--- src/rtl/busarb_pkg.sv ---
// Shared definitions for the round-robin bus arbiter: FSM state encoding and
// the default core state code at which a core may yield the bus.
package busarb_pkg;

    typedef enum logic [1:0] {
        ST_WAIT   = 2'd0,
        ST_SWITCH = 2'd1,
        ST_SETTLE = 2'd2,
        ST_HOLD   = 2'd3
    } arb_state_t;

    // Decode stage (S_ID) of the core pipeline.
    localparam logic [3:0] DEFAULT_IDLE_STATE = 4'h1;

endpackage

--- src/rtl/rr_pick.sv ---
// Combinational round-robin picker: first requester strictly after cur,
// scanning cur+1 upward and wrapping modulo N (N must be a power of two).
module rr_pick #(
    parameter int N  = 2,
    parameter int GW = $clog2(N)
) (
    input  logic [N-1:0]  req,
    input  logic [GW-1:0] cur,
    output logic [GW-1:0] next,
    output logic          valid
);

    logic [GW-1:0] idx;

    // Scan from the farthest candidate down so the nearest one wins.
    always_comb begin
        next  = cur;
        valid = 1'b0;
        idx   = '0;
        for (int unsigned k = N - 1; k >= 1; k--) begin
            idx = cur + GW'(k);
            if (req[idx]) begin
                next  = idx;
                valid = 1'b1;
            end
        end
    end

endmodule

--- src/rtl/rr_bus_arbiter.sv ---
// N-core round-robin arbiter for the shared memory port; grant rotates only at a
// safe point. Optional macro BUSARB_LOCK_EN lets the granted core block preemption.
module rr_bus_arbiter
    import busarb_pkg::*;
#(
    parameter int              NCORES     = 2,
    parameter int              AW         = 32,
    parameter int              DW         = 32,
    parameter int              SW         = 4,
    parameter logic [SW-1:0]   IDLE_STATE = SW'(DEFAULT_IDLE_STATE),
    parameter int              MAX_HOLD   = 1,
    parameter int              GW         = $clog2(NCORES)
) (
    input  logic                 CLK,
    input  logic                 RST,
    input  logic                 init_done,
    input  logic [NCORES*SW-1:0] core_state,
    input  logic [NCORES-1:0]    core_req,
    input  logic [NCORES-1:0]    core_lock,
    input  logic [NCORES*AW-1:0] core_paddr,
    input  logic [NCORES*DW-1:0] core_wdata,
    input  logic [NCORES-1:0]    core_we,
    input  logic [NCORES-1:0]    core_le,
    input  logic [NCORES-1:0]    core_we_t,
    output logic [NCORES*DW-1:0] core_rdata,
    output logic [NCORES-1:0]    core_busy,
    output logic [AW-1:0]        mem_paddr,
    output logic [DW-1:0]        mem_wdata,
    output logic                 mem_we,
    output logic                 mem_le,
    output logic                 mem_we_t,
    input  logic [DW-1:0]        mem_rdata,
    input  logic                 mem_busy,
    output logic [GW-1:0]        grant,
    output logic [NCORES-1:0]    grant_oh
);

    localparam logic [7:0] HOLD_LIM = 8'(MAX_HOLD);

    arb_state_t    state;
    logic [7:0]    cnt;
    logic [SW-1:0] g_state;
    logic          yield_ok;
    logic          other_req;
    logic          lock_ok;
    logic          force_busy;
    logic [GW-1:0] pick_next;
    logic          pick_valid;

    always_comb begin
        mem_paddr = core_paddr[grant*AW +: AW];
        mem_wdata = core_wdata[grant*DW +: DW];
        mem_we    = core_we[grant];
        mem_le    = core_le[grant];
        mem_we_t  = core_we_t[grant];
        g_state   = core_state[grant*SW +: SW];
    end

    assign yield_ok  = (g_state == IDLE_STATE) && !mem_busy && !mem_we && !mem_le && !mem_we_t;
    assign other_req = |(core_req & ~grant_oh);

`ifdef BUSARB_LOCK_EN
    assign lock_ok = !core_lock[grant];
`else
    logic unused_lock;
    assign unused_lock = ^core_lock;
    assign lock_ok     = 1'b1;
`endif

    rr_pick #(
        .N  (NCORES),
        .GW (GW)
    ) u_pick (
        .req   (core_req),
        .cur   (grant),
        .next  (pick_next),
        .valid (pick_valid)
    );

    always_ff @(posedge CLK or posedge RST) begin
        if (RST) begin
            state    <= ST_WAIT;
            grant    <= '0;
            grant_oh <= NCORES'(1);
            cnt      <= '0;
        end else if (init_done) begin
            case (state)
                ST_WAIT: begin
                    if (yield_ok && other_req && lock_ok)
                        state <= ST_SWITCH;
                end
                ST_SWITCH: begin
                    // A requester that vanished since WAIT leaves the grant in place.
                    if (pick_valid) begin
                        grant    <= pick_next;
                        grant_oh <= NCORES'(1) << pick_next;
                    end
                    state <= ST_SETTLE;
                end
                ST_SETTLE: begin
                    cnt   <= '0;
                    state <= ST_HOLD;
                end
                ST_HOLD: begin
                    if (cnt < HOLD_LIM)
                        cnt <= cnt + 8'd1;
                    else
                        state <= ST_WAIT;
                end
                default: state <= ST_WAIT;
            endcase
        end
    end

    assign force_busy = (state == ST_SWITCH) || (state == ST_SETTLE);

    for (genvar i = 0; i < NCORES; i++) begin : g_route
        assign core_busy[i]            = grant_oh[i] ? (force_busy | mem_busy) : 1'b1;
        assign core_rdata[i*DW +: DW]  = grant_oh[i] ? mem_rdata : '0;
    end

`ifndef SYNTHESIS
    // A core sitting in decode must not have its bus strobes raised.
    always_ff @(posedge CLK) begin
        if (!RST && (g_state == IDLE_STATE) && (mem_we || mem_le || mem_we_t))
            $display("WARNING rr_bus_arbiter: core %0d in idle state with active bus at %0t", grant, $time);
    end
`endif

endmodule

--- config.mk ---
export PLATFORM = sky130hd
export DESIGN_NAME = rr_bus_arbiter
export DESIGN_NICKNAME = d
export VERILOG_FILES = /design/src/rtl/busarb_pkg.sv /design/src/rtl/rr_pick.sv /design/src/rtl/rr_bus_arbiter.sv
export SDC_FILE = /design/constraint.sdc
export NUM_CORES = 1
export LEC_CHECK = 0
export CAP_MARGIN = 20
export CORE_AREA = 2 2 125 127
export DETAILED_ROUTE_END_ITERATION = 7
export DIE_AREA = 0 0 127 129
export PLACE_DENSITY_LB_ADDON = 0.05
export SKIP_LAST_GASP = 1
export SLEW_MARGIN = 20
export SYNTH_ARGS = -nofsm -noshare
export SYNTH_HDL_FRONTEND = slang
export SYNTH_SLANG_ARGS = --single-unit
--- constraint.sdc ---
create_clock -name CLK -period 5.85 [get_ports CLK]
set_clock_uncertainty 0.05 [all_clocks]
set_input_delay 1.755 -clock CLK [delete_from_list [all_inputs] [get_ports CLK]]
set_output_delay 1.755 -clock CLK [all_outputs]
set_load 0.01 [all_outputs]
==> flow_summary.yaml <==
setup_path:
  cp-end-kind: "primary output"
  rr_worst_depth: 5
  r2r-start: "grant"
  critical_path.max_stage_delay_ps: 590
  worstSetupStartpointType: "primary input"
  reg2reg_to: "state[1]"
  crit_required_ps: 4050
  critPathSlowestCell: "clkdlybuf4s50_1"
  r2r_setup_slack_ps: 2960
  cp_max_fo: 3
  crit_end: "core_busy[0]"
  crit_top_cell: "clkdlybuf4s50_1"
  cp.arrival_ps: 2990
  worst-setup-path-type: "primary input to primary output"
  worst-path-buf-inv: 2
  critPathTopFamily: "buffers and inverters"
  crit_start: "mem_busy"
  crit_cells: 4
  path_cells: "clkdlybuf4s50_1 -> nor2_1 -> nand2_1 -> clkdlybuf4s50_1"
global_routing:
  gr-total-overflow: 0
  grt_use_met3_pct: 5.24
  grt_max_degree: 81
  grt_pass1_wl_um: 18400
  grt_pass1_vias: 2785
  grt_use_met1_pct: 15.9
  grt_usage_pct: 15.1
  top_usage_layer: "met2"
  antenna_found_initial: 1
  met2_usage_pct: 30.2
yosys:
  synth_top_area_share_pct: 38.0
  yosysWarnings: 0
  async_reset_ff_share_pct: 100
  ys_types: 34
  synthFlopType: "dfrtp_1"
  synth_enable_flop_cells: 0
  ys_seq_area_share_pct: 15.4
  yosys.area.top_type: "mux2_2"
  syn_inst: 222
  syn_nets: 410
  synth_area_per_cell_um2: 8.81
  synth_area_leaders: "mux2_2 38%, and2_1 22%, dfrtp_1 14%, ha_1 3.8%, clkbuf_1 2.1%"
  synth_seq_cells: 12
  synth_area_um2: 1960
sta:
  min_period_ps: 4800
  rsz0062_at_grt: "false"
  setup_tns_ps: 0
  relSlewSlack_pct: 40.6
  slew_viol_final: 0
  worst_pin_slew_ps: 891
  hold_violations: 0
  setup_viol: 0
  fmax_mhz: 208
  finalCritPeriodShare_pct: 82.0
final_layout:
  area_growth_pct: 174
  layout.cells.most_common_list: "315 x clkdlybuf4s50_1, 68 x and2_1, 66 x mux2_2, 10 x dfrtp_1"
  fill_cells: 1571
  final_common_cell: "clkdlybuf4s50_1"
  final_cell_area_um2: 5350
  diodes: 0
  layout-drive-gt1-share_pct: 14.7
  nets: 714
route:
  drt_iter0_markers: 70
  wl_per_cell_um: 19.3
  vias: 2794
  drt-pass1-iter-count: 4
  drc_errors: 0
  finalWirelength_um: 13800
  via_per_inst: 3.92
  antenna_left: 0
clock_tree:
  hold_buffers: 0
  clock_latency_ps: 240
  cts_num_sinks: 12
  cts_buffer_depth: 2
  cts-buffers-inserted: 3
  cts-root-buf: "clkbuf_16"
  cts.clk_slew.worst_paths_ps: 50
  ctsResizeCount: 0
  post_cts_buffers: 0
  htreeDepth: 1
  cts_tree: "done"
place:
  port_buffers: 315
  dpl.hpwl_um: 12000
  placed_area_um2: 5280
  place_congestion: 0.758
pwr:
  p_leak_nw: 2.02
  peakVddDrop_uv: 155
  power_density_nw_per_um2: 270
floorplan:
  dieArea_um2: 16400
  fp.dieH_um: 129
  rows: 45
  start_util_pct: 13.1
  chipWidth_um: 127
  num_io_pins: 318
  core_um2: 15000
hold_path:
  hold_class: "flip-flop to flip-flop"
flow_run:
  drv_cap: 0
run_status:
  run_status: "completed"
-- per-stage QoR --
step / utilization, % / hold slack [ps] / total power, mW / setup slack, ps / cells
finish: 35.7 / 447 / 1.45 / 1050 / 713
global route: 35.7 / 488 / 1.55 / 999 / 713
CTS: 35.7 / 458 / 1.48 / 1030 / 713
detailed placement: 35.2 / 442 / 1.34 / 1030 / 709
global placement: 35.2 / 424 / 1.35 / 1030 / 709
floorplan: - / 405 / 0.692 / 2010 / 222
-- synthesized netlist by cell type (2+ instances only) --
library cell	n
nor2_1	4
ha_1	6
a21oi_1	3
clkbuf_1	11
nand3_1	4
inv_1	8
nor4b_1	3
dfrtp_1	11
a31oi_1	2
o21ai_0	4
nand2_1	8
and2_1	68
mux2_2	66
buf_2	4
-- per-layer routing --
metal  up-vias  wire length (um)
li1       1370                 -
met1      1246              4790
met2       170              7500
met3         6              1370
met4         2                82
met5         -                13
-- cells by family after synthesis --
group / share of synthesized area, %
flip-flops: 15.4
buffers and inverters: 5.63
AO/OA/AOI/OAI: 6.01
multiplexers: 39.3
AND/OR/NAND/NOR: 29.8
adder cells (fa/ha/maj): 3.84
-- flip-flops by register name, summed over array words and instances (netlist names) --
register,cells
cnt,8
grant,1
grant_oh,1
state,2
-- power breakdown --
| part | leakage (nW) | internal [mW] | switching (mW) |
|---|---|---|---|
| clock network | 0.0382 | 0.0918 | 0.0358 |
| registers | 0.156 | 0.102 | 0.104 |
| logic | 1.83 | 0.710 | 0.403 |
-- worst min path at each step --
stage          slack, ps   start  cells after the start      to
2_1_floorplan        400  cnt[7]                      1  cnt[7]
3_3_place_gp         420  cnt[7]                      1  cnt[7]
3_5_place_dp         440  cnt[7]                      1  cnt[7]
4_1_cts              460  cnt[7]                      1  cnt[7]
5_1_grt              490  cnt[7]                      1  cnt[7]
6_report             450  cnt[7]                      1  cnt[7]
-- cell type report --
cell class                      count  area [um2]  share of cell area [%]
Timing Repair Buffer              316        3160                    59.0
Multi-Input combinational cell    185        1540                    28.8
Sequential cell                    12         305                    5.70
Tap cell                          188         235                    4.39
Clock buffer                        4        78.8                    1.47
Inverter                            8        30.0                   0.561
(Power assumes the default switching activity.)
